### config.mk
export PLATFORM = sky130hd
export DESIGN_NAME = ir_nec_rx_flat
export DESIGN_NICKNAME = d
export VERILOG_FILES = /design/src/rtl/ir_nec_rx_if.sv /design/src/rtl/ir_nec_rx.sv /design/src/flat_wrapper.sv
export SDC_FILE = /design/constraint.sdc
export NUM_CORES = 1
export LEC_CHECK = 0
export ABC_AREA = 1
export CAP_MARGIN = 10
export CORE_MARGIN = 2
export CORE_UTILIZATION = 30
export CTS_BUF_LIST = sky130_fd_sc_hd__clkbuf_4
export CTS_CLUSTER_DIAMETER = 30
export CTS_CLUSTER_SIZE = 14
export DETAILED_ROUTE_END_ITERATION = 7
export DONT_BUFFER_PORTS = 1
export HOLD_SLACK_MARGIN = 0.02
export PLACE_DENSITY_LB_ADDON = 0.15
export SLEW_MARGIN = 20
export SYNTH_ARGS = -nofsm -noshare
export SYNTH_HDL_FRONTEND = slang
export SYNTH_SLANG_ARGS = --single-unit
### constraint.sdc
create_clock -name CLK_50M -period 10.38 [get_ports CLK_50M]
set_input_delay 2.076 -clock CLK_50M [delete_from_list [all_inputs] [get_ports CLK_50M]]
set_output_delay 2.076 -clock CLK_50M [all_outputs]
set_load 0.05 [all_outputs]
### src/rtl/ir_nec_rx_if.sv
// Decoded-frame output bundle of the NEC IR receiver (master = receiver, slave = consumer).
interface ir_nec_rx_if;
  logic [31:0] data;
  logic [15:0] addr;
  logic [7:0]  key;
  logic        data_valid;
  logic        err;
  logic [1:0]  err_code;
  logic        busy;
  logic        repeat_pulse;

  modport master (output data, addr, key, data_valid, err, err_code, busy, repeat_pulse);
  modport slave  (input  data, addr, key, data_valid, err, err_code, busy, repeat_pulse);
endinterface

### src/rtl/ir_nec_rx.sv
// Parametrised NEC IR frame receiver: sync + glitch filter, 10 us width counter, frame FSM.
// Define IR_NEC_REPEAT_EN to recognise repeat frames (repeat_pulse is tied 0 otherwise).
module ir_nec_rx #(
  parameter int unsigned CLK_HZ     = 50_000_000,
  parameter int unsigned GLITCH_CYC = 8,
  parameter int unsigned TOL_PCT    = 25,
  parameter bit          CHECK_INV  = 1'b1
) (
  input  logic        CLK_50M,
  input  logic        rst,
  input  logic        IRDA_RX,
  ir_nec_rx_if.master frame_o
);

  localparam int unsigned PRESC = (CLK_HZ / 100_000 == 0) ? 1 : CLK_HZ / 100_000;
  localparam int unsigned PW    = (PRESC > 1) ? $clog2(PRESC) : 1;
  localparam int unsigned GW    = $clog2(GLITCH_CYC) + 1;

  function automatic logic [10:0] wlo(input int unsigned n);
    return 11'(n * (100 - TOL_PCT) / 100);
  endfunction

  function automatic logic [10:0] whi(input int unsigned n);
    return 11'(n * (100 + TOL_PCT) / 100);
  endfunction

  function automatic logic inw(input logic [10:0] w, input int unsigned n);
    return (w >= wlo(n)) && (w <= whi(n));
  endfunction

  typedef enum logic [2:0] {
    S_IDLE, S_LEAD_LO, S_LEAD_HI, S_BIT_LO, S_BIT_HI, S_STOP, S_REP_STOP, S_ERROR
  } state_e;

  logic          sync1_q, sync2_q, filt_q;
  logic [GW-1:0] gcnt_q;
  logic [PW-1:0] pre_q;
  logic [10:0]   cnt_q;
  logic          filt_chg, fall, rise, tick;

  state_e        state_q, state_d;
  logic [4:0]    bit_q, bit_d;
  logic [31:0]   sh_q, sh_d, data_q, data_d;
  logic          dv_q, dv_d, err_q, err_d;
  logic [1:0]    code_q, code_d, ecode;
  logic          go_err;

  assign filt_chg = (sync2_q != filt_q) && (gcnt_q == GW'(GLITCH_CYC - 1));
  assign fall     = filt_chg & filt_q;
  assign rise     = filt_chg & ~filt_q;
  assign tick     = (pre_q == PW'(PRESC - 1));

  always_ff @(posedge CLK_50M or posedge rst) begin
    if (rst) begin
      sync1_q <= 1'b1;
      sync2_q <= 1'b1;
      filt_q  <= 1'b1;
      gcnt_q  <= '0;
    end else begin
      sync1_q <= IRDA_RX;
      sync2_q <= sync1_q;
      if (sync2_q == filt_q) begin
        gcnt_q <= '0;
      end else if (filt_chg) begin
        filt_q <= sync2_q;
        gcnt_q <= '0;
      end else begin
        gcnt_q <= gcnt_q + 1'b1;
      end
    end
  end

  // Prescaler restarts on each filtered edge so every width is measured from a tick boundary.
  always_ff @(posedge CLK_50M or posedge rst) begin
    if (rst) begin
      pre_q <= '0;
      cnt_q <= '0;
    end else if (filt_chg) begin
      pre_q <= '0;
      cnt_q <= '0;
    end else begin
      pre_q <= tick ? '0 : pre_q + 1'b1;
      if (tick && cnt_q != 11'd2047) cnt_q <= cnt_q + 11'd1;
    end
  end

`ifdef IR_NEC_REPEAT_EN
  localparam logic [13:0] REP_MAX = 14'd11000;
  logic [13:0] rep_cnt_q;
  logic        rep_seen_q, rep_ok, rep_q, rep_d;

  assign rep_ok = rep_seen_q && (rep_cnt_q <= REP_MAX);

  always_ff @(posedge CLK_50M or posedge rst) begin
    if (rst) begin
      rep_cnt_q  <= '0;
      rep_seen_q <= 1'b0;
      rep_q      <= 1'b0;
    end else begin
      rep_q <= rep_d;
      if (dv_d || rep_d) begin
        rep_cnt_q  <= '0;
        rep_seen_q <= 1'b1;
      end else if (tick && rep_cnt_q <= REP_MAX) begin
        rep_cnt_q <= rep_cnt_q + 14'd1;
      end
    end
  end
`endif

  always_comb begin
    state_d = state_q;
    bit_d   = bit_q;
    sh_d    = sh_q;
    data_d  = data_q;
    dv_d    = 1'b0;
    err_d   = 1'b0;
    code_d  = code_q;
    go_err  = 1'b0;
    ecode   = 2'd1;
`ifdef IR_NEC_REPEAT_EN
    rep_d   = 1'b0;
`endif
    case (state_q)
      S_IDLE: if (fall) state_d = S_LEAD_LO;
      S_LEAD_LO: begin
        if (rise) state_d = inw(cnt_q, 900) ? S_LEAD_HI : S_IDLE;
        else if (cnt_q > whi(900)) go_err = 1'b1;
      end
      S_LEAD_HI: begin
        if (fall) begin
          if (inw(cnt_q, 450)) begin
            state_d = S_BIT_LO;
            bit_d   = '0;
          end
`ifdef IR_NEC_REPEAT_EN
          else if (inw(cnt_q, 225)) state_d = S_REP_STOP;
`endif
          else go_err = 1'b1;
        end else if (cnt_q > whi(450)) go_err = 1'b1;
      end
      S_BIT_LO: begin
        if (rise) begin
          if (inw(cnt_q, 56)) state_d = S_BIT_HI;
          else go_err = 1'b1;
        end else if (cnt_q > whi(56)) go_err = 1'b1;
      end
      S_BIT_HI: begin
        if (fall) begin
          if (inw(cnt_q, 56) || inw(cnt_q, 169)) begin
            sh_d    = {~inw(cnt_q, 56), sh_q[31:1]};
            bit_d   = bit_q + 5'd1;
            state_d = (bit_q == 5'd31) ? S_STOP : S_BIT_LO;
          end else go_err = 1'b1;
        end else if (cnt_q > whi(169)) go_err = 1'b1;
      end
      S_STOP: begin
        if (rise) begin
          if (!inw(cnt_q, 56)) begin
            go_err = 1'b1;
            ecode  = 2'd3;
          end else if (CHECK_INV && (sh_q[31:24] != ~sh_q[23:16])) begin
            go_err = 1'b1;
            ecode  = 2'd2;
          end else begin
            data_d  = sh_q;
            dv_d    = 1'b1;
            state_d = S_IDLE;
          end
        end else if (cnt_q > whi(56)) go_err = 1'b1;
      end
`ifdef IR_NEC_REPEAT_EN
      S_REP_STOP: begin
        if (rise) begin
          if (inw(cnt_q, 56)) begin
            rep_d   = rep_ok;
            state_d = S_IDLE;
          end else begin
            go_err = 1'b1;
            ecode  = 2'd3;
          end
        end else if (cnt_q > whi(56)) go_err = 1'b1;
      end
`endif
      S_ERROR: if (filt_q && cnt_q >= 11'd1000) state_d = S_IDLE;
      default: state_d = S_IDLE;
    endcase
    if (go_err) begin
      state_d = S_ERROR;
      err_d   = 1'b1;
      code_d  = ecode;
    end
  end

  always_ff @(posedge CLK_50M or posedge rst) begin
    if (rst) begin
      state_q <= S_IDLE;
      bit_q   <= '0;
      sh_q    <= '0;
      data_q  <= '0;
      dv_q    <= 1'b0;
      err_q   <= 1'b0;
      code_q  <= '0;
    end else begin
      state_q <= state_d;
      bit_q   <= bit_d;
      sh_q    <= sh_d;
      data_q  <= data_d;
      dv_q    <= dv_d;
      err_q   <= err_d;
      code_q  <= code_d;
    end
  end

  assign frame_o.data       = data_q;
  assign frame_o.addr       = data_q[15:0];
  assign frame_o.key        = data_q[23:16];
  assign frame_o.data_valid = dv_q;
  assign frame_o.err        = err_q;
  assign frame_o.err_code   = code_q;
  assign frame_o.busy       = (state_q != S_IDLE);
`ifdef IR_NEC_REPEAT_EN
  assign frame_o.repeat_pulse = rep_q;
`else
  assign frame_o.repeat_pulse = 1'b0;
`endif

endmodule

### src/flat_wrapper.sv
// flat-port wrapper written by rule: the top's interface ports become plain ports
module ir_nec_rx_flat 
#(
  parameter int unsigned CLK_HZ     = 50_000_000,
  parameter int unsigned GLITCH_CYC = 8,
  parameter int unsigned TOL_PCT    = 25,
  parameter bit          CHECK_INV  = 1'b1
)
  (CLK_50M, rst, IRDA_RX, frame_o_data, frame_o_addr, frame_o_key, frame_o_data_valid, frame_o_err, frame_o_err_code, frame_o_busy, frame_o_repeat_pulse);
  ir_nec_rx_if frame_o_i ();
  input  logic CLK_50M;
  input  logic rst;
  input  logic IRDA_RX;
  output wire logic [$bits(frame_o_i.data)-1:0] frame_o_data;
  output wire logic [$bits(frame_o_i.addr)-1:0] frame_o_addr;
  output wire logic [$bits(frame_o_i.key)-1:0] frame_o_key;
  output wire logic [$bits(frame_o_i.data_valid)-1:0] frame_o_data_valid;
  output wire logic [$bits(frame_o_i.err)-1:0] frame_o_err;
  output wire logic [$bits(frame_o_i.err_code)-1:0] frame_o_err_code;
  output wire logic [$bits(frame_o_i.busy)-1:0] frame_o_busy;
  output wire logic [$bits(frame_o_i.repeat_pulse)-1:0] frame_o_repeat_pulse;
  assign frame_o_data = frame_o_i.data;
  assign frame_o_addr = frame_o_i.addr;
  assign frame_o_key = frame_o_i.key;
  assign frame_o_data_valid = frame_o_i.data_valid;
  assign frame_o_err = frame_o_i.err;
  assign frame_o_err_code = frame_o_i.err_code;
  assign frame_o_busy = frame_o_i.busy;
  assign frame_o_repeat_pulse = frame_o_i.repeat_pulse;
  ir_nec_rx #(.CLK_HZ(CLK_HZ), .GLITCH_CYC(GLITCH_CYC), .TOL_PCT(TOL_PCT), .CHECK_INV(CHECK_INV)) u_core (.CLK_50M(CLK_50M), .rst(rst), .IRDA_RX(IRDA_RX), .frame_o(frame_o_i));
endmodule
* Word-level counts from Yosys, hierarchy flattened *
Cells that the tools add are included.
Widths: inputs -> output; s select.

cells by class
  add/subtract/negate cells = 4
  magnitude comparators = 13
  equality and inequality tests = 29
  multiplexer cells = 51
  bitwise gates (word level) = 7
  reductions and logical operators = 17

operators by type and width
  operator               count
  $mux 3                 14
  $ne 3x1->1 const B     11
  $ge 11x10->1 const B   2
  $mux 11                2
  $pmux 3 s7             1
  $mux 5                 4
  $mux 1                 19
  $mux 9                 2
  $reduce_and 12->1      1
  $add 11x1->11 const B  1
  $ge 11x6->1 const B    1
  $ge 11x7->1 const B    1
  $ge 11x9->1 const B    1
  $gt 11x10->1 const B   1
  $gt 11x11->1 const B   1
  $gt 11x7->1 const B    1
  $gt 11x8->1 const B    1
  $le 11x10->1 const B   1
  $le 11x11->1 const B   1
  $le 11x7->1 const B    1
  $le 11x8->1 const B    1
  $ne 11x11->1 const B   1
  $mux 2                 5
  $pmux 5 s2             1
  28 further kinds       46

word-level totals
  register bits after elaboration = 103
  bits of input ports = 3
  output and inout bits = 62
  word-level logic and storage cells = 134

* Depth between registers and ports, before layout *
  depth after elaboration = 8
  mapped depth = 16
  mapped depth without buffers = 16

* Worst setup path after synthesis *
No wires, ideal clock.

  path type = flip-flop to output port
  start = register u_core.data_q[0], in the netlist u_core.frame_o.data[0]
  end = output port frame_o_data[0]
  arrival time = 0.904 ns
  required time = 8.304 ns
  slack = 7.400 ns
  cell stages (with the launch flop) = 2
  buffers on the path = 1
  cells stage by stage = dfrtp_1 -> buf_4

RTL lines
  what                      RTL line            RTL
  start: declaration        ir_nec_rx.sv:43     logic [31:0] sh_q, sh_d, data_q, data_d;
  start signal: assignment  ir_nec_rx.sv:208    data_q <= data_d;
  end: declaration          flat_wrapper.sv:14  output wire logic [$bits(frame_o_i.data)-1:0] frame_o_data;

No word-level cell between the ends.

* Final worst setup path *
  start = register u_core.state_q[1]
  end = output port frame_o_busy

between the ends
  longest elaborated chain between the ends = 1

ends and longest elaborated chain
  what                      RTL line            RTL
  start: declaration        ir_nec_rx.sv:41     state_e state_q, state_d;
  start signal: assignment  ir_nec_rx.sv:205    state_q <= state_d;
  $reduce_bool 3->1         ir_nec_rx.sv:221    assign frame_o.busy = (state_q != S_IDLE);
  end: declaration          flat_wrapper.sv:20  output wire logic [$bits(frame_o_i.busy)-1:0] frame_o_busy;

No other way between the ends.

==> metrics <==
status finished, final reports clean; Achievable Freq 280 MHz; Worst Hold Endpoint u_core.sync2_q$_DFF_PP1_; Core ar. 0.0172 sq mm; Pwr Density 140 mW/mm^2; setup bufs post-CTS 0; die area 0.0186 sq mm; num rows 48; Die Ht 136 um; DPL Wire Length 8.21 mm; overall power 756 uW; drt pass-1 iters 5; Setup-failing EPs final 0; hold wc startpoint u_core.sync1_q$_DFF_PP1_; antenna violations before repair 1; largest net degree at the start of global routing 70; maximum vdd drop 0.0000550 V; hold-critical path depth 0; first-pass GRT wire length 19.4 mm; max_cap viols 0; Slowest-stage cell, CP dfrtp_1; DRT Wirelength 11.4 mm; Critical Path RT 8300 ps; DRT antenna net count 0; worst path buffer plus inverter count 0; vias in the first global route 3872; CP Max Fanout 6; gr ovfl total 0; reg2reg path depth 11; Resized Gates After CTS 0; drt drc 0; Worst-path clk slew 190 ps; H-tree levels 3; io pins 65; mean area per synthesized cell 7.97 sq um; CP peak stage delay 470 ps; R2R Path End u_core.bit_q[4]$_DFFE_PP0P_; Reg2Reg Setup Slack 7800 ps; post-synth cell types 38; fillers 1870; Mapped Nets 669; cts hold-fix bufs 0; #FFs+latches synth 103; commonest non-fill, non-tap cell in the layout nand2_1; yosys warns 0; Crit path max-delay family simple AND/OR/NAND/NOR gates; Pins Over Slew Limit 0; GRT Total Usage 13.4%; period utilization 34.4%; Layout area overhead 3.19%; clock root cell clkbuf_4; GP Congestion 0.849; clock latency on the worst-skew pair 490 ps; share of cells above drive strength 1 7.72%; leak pwr 0.00258 uW; post-layout instance count excluding filler cells 861; CP Cell Sequence nor2_1 -> nand2_1; WS Path Type reg2out; setup TNS 0 ps; routed len/inst 13.2 um; CP arrival 1500 ps; CP endpoint kind output port; Max-slew headroom 38.6%; Least-Margin Pin Slew 921 ps; commonest cells after routing, fill and taps aside nand2_1 (179), dfrtp_1 (100), inv_1 (78); total placed cells including tap cells 844; Layout Nets 640; CTS max path bufs 2; final worst path period need 3570 ps; skew final 30.4 ps; clock sink count 103; Starting Density 30.6%; Hold Path Class reg2reg; mapped cell area 0.00525 sq mm; final hold vios 0; clock buffer count from CTS 9; starting DRC count in detailed routing 271; Die W 136 um; vias per cell 4.55; final instance area 0.00542 sq mm; Crit Reg-Reg Startpoint u_core.filt_q$_DFFE_PP1P_; RSZ-0062 raised after global routing no; via count 3916; IO Port Bufs 0; Startpoint Class flip-flop; CTS tree built; placed cell area 0.00527 sq mm; register area share after synthesis 49.2%; Synth Instances 659
## routing by layer
| layer | part of all wire, % | track usage (%) | vias up | wire length [um] |
|---|---|---|---|---|
| met5 | 0 | 0 | - | 0 |
| met4 | 1.8 | 4.80 | 0 | 200 |
| met3 | 3.0 | 3.73 | 12 | 342 |
| met2 | 45 | 20.3 | 46 | 5180 |
| met1 | 50 | 18.1 | 1850 | 5680 |
| li1 | - | - | 2008 | - |
## per-stage QoR
| step | hold WS, ps | util (%) | worst slack (ps) |
|---|---|---|---|
| 4_1_cts | 370 | 31.5 | 6760 |
| 6_report | 369 | 31.5 | 6810 |
| 3_5_place_dp | 349 | 30.7 | 7000 |
| 5_1_grt | 377 | 31.5 | 6700 |
| 3_3_place_gp | 347 | 30.7 | 7040 |
| 2_1_floorplan | 345 | - | 5610 |
## cell usage after synthesis
cell type	count	area [sq um]
nor3b_1	2	15.0
nor3_2	1	10.0
a21oi_1	15	75.1
o31ai_1	1	7.51
nor4_1	1	6.26
a211oi_1	2	15.0
o21ai_0	70	350
o21bai_4	1	18.8
buf_4	26	195
xnor2_1	1	8.76
a21boi_0	1	7.51
inv_1	79	297
clkbuf_1	10	37.5
nor2_8	1	20.0
dfstp_2	3	78.8
xor2_1	4	35.0
nand2_2	8	50.1
nand3_1	34	170
nor2_1	56	210
conb_1	1	3.75
and3_1	1	6.26
dfrtp_1	100	2500
nor2_4	5	56.3
nand4_1	6	37.5
nand3_2	4	40.0
and2_1	2	12.5
o21ai_1	3	15.0
a31oi_1	1	6.26
inv_2	6	22.5
buf_2	3	15.0
nand2_1	179	672
ha_1	7	87.6
nor3_1	18	90.1
a21o_1	1	7.51
a2111oi_0	1	8.76
nand3_4	1	17.5
a221oi_1	1	8.76
buf_6	3	33.8
## cell type report
cell class,instances,area [sq um],area share [%]
inverters,85,322,5.93
repair buffers,2,15.0,0.277
clock inverters,7,72.6,1.34
diodes,1,2.50,0.0462
multi-input cells,429,2080,38.3
clock buffers,9,67.6,1.25
well taps,225,282,5.20
flip-flops and latches,103,2580,47.6
## logic make-up after synthesis
| kind of cell | Yosys count | synth area share (%) |
|---|---|---|
| other | 1 | 0.0714 |
| AND/OR/NAND/NOR | 319 | 26.9 |
| flip-flops | 103 | 49.2 |
| AO/OA/AOI/OAI | 97 | 9.91 |
| adder cells (fa/ha/maj) | 7 | 1.67 |
| buffers and inverters | 127 | 11.4 |
| XOR/XNOR | 5 | 0.834 |
## state kept, by name, indices dropped and copies added, names as in the netlist
register	count
u_core.bit_q	5
u_core.cnt_q	11
u_core.filt_q	1
u_core.frame_o.data	32
u_core.frame_o.data_valid	1
u_core.frame_o.err	1
u_core.frame_o.err_code	2
u_core.gcnt_q	4
u_core.pre_q	9
u_core.sh_q	32
u_core.state_q	3
u_core.sync1_q	1
u_core.sync2_q	1
## worst register-to-register path: cells and delay by family, from the launching register on
kind	cells	cell delay [ps]
and+or+nand+nor	8	1270
buffers and inverters	3	680
DFF	1	600
## report_power, final
part           switching [uW]  total [uW]  internal (uW)
Combinational            69.6         103           33.0
Sequential               16.1         440            424
Clock                     157         214           56.8
## worst max path at each step
stage / depth (start not counted) / slack [ps] / from / to
2_1_floorplan: 1 / 5610 / rst / u_core.bit_q[0]$_DFFE_PP0P_
3_3_place_gp: 2 / 7040 / rst / u_core.state_q[0]$_DFFE_PP0P_
3_5_place_dp: 2 / 7000 / rst / u_core.cnt_q[2]$_DFFE_PP0P_
4_1_cts: 0 / 6760 / u_core.frame_o.data[14]$_DFFE_PP0P_ / frame_o_data[14]
5_1_grt: 2 / 6700 / u_core.state_q[1]$_DFFE_PP0P_ / frame_o_busy
6_report: 2 / 6810 / u_core.state_q[1]$_DFFE_PP0P_ / frame_o_busy
No activity file was read; power rests on OpenSTA's default activity.
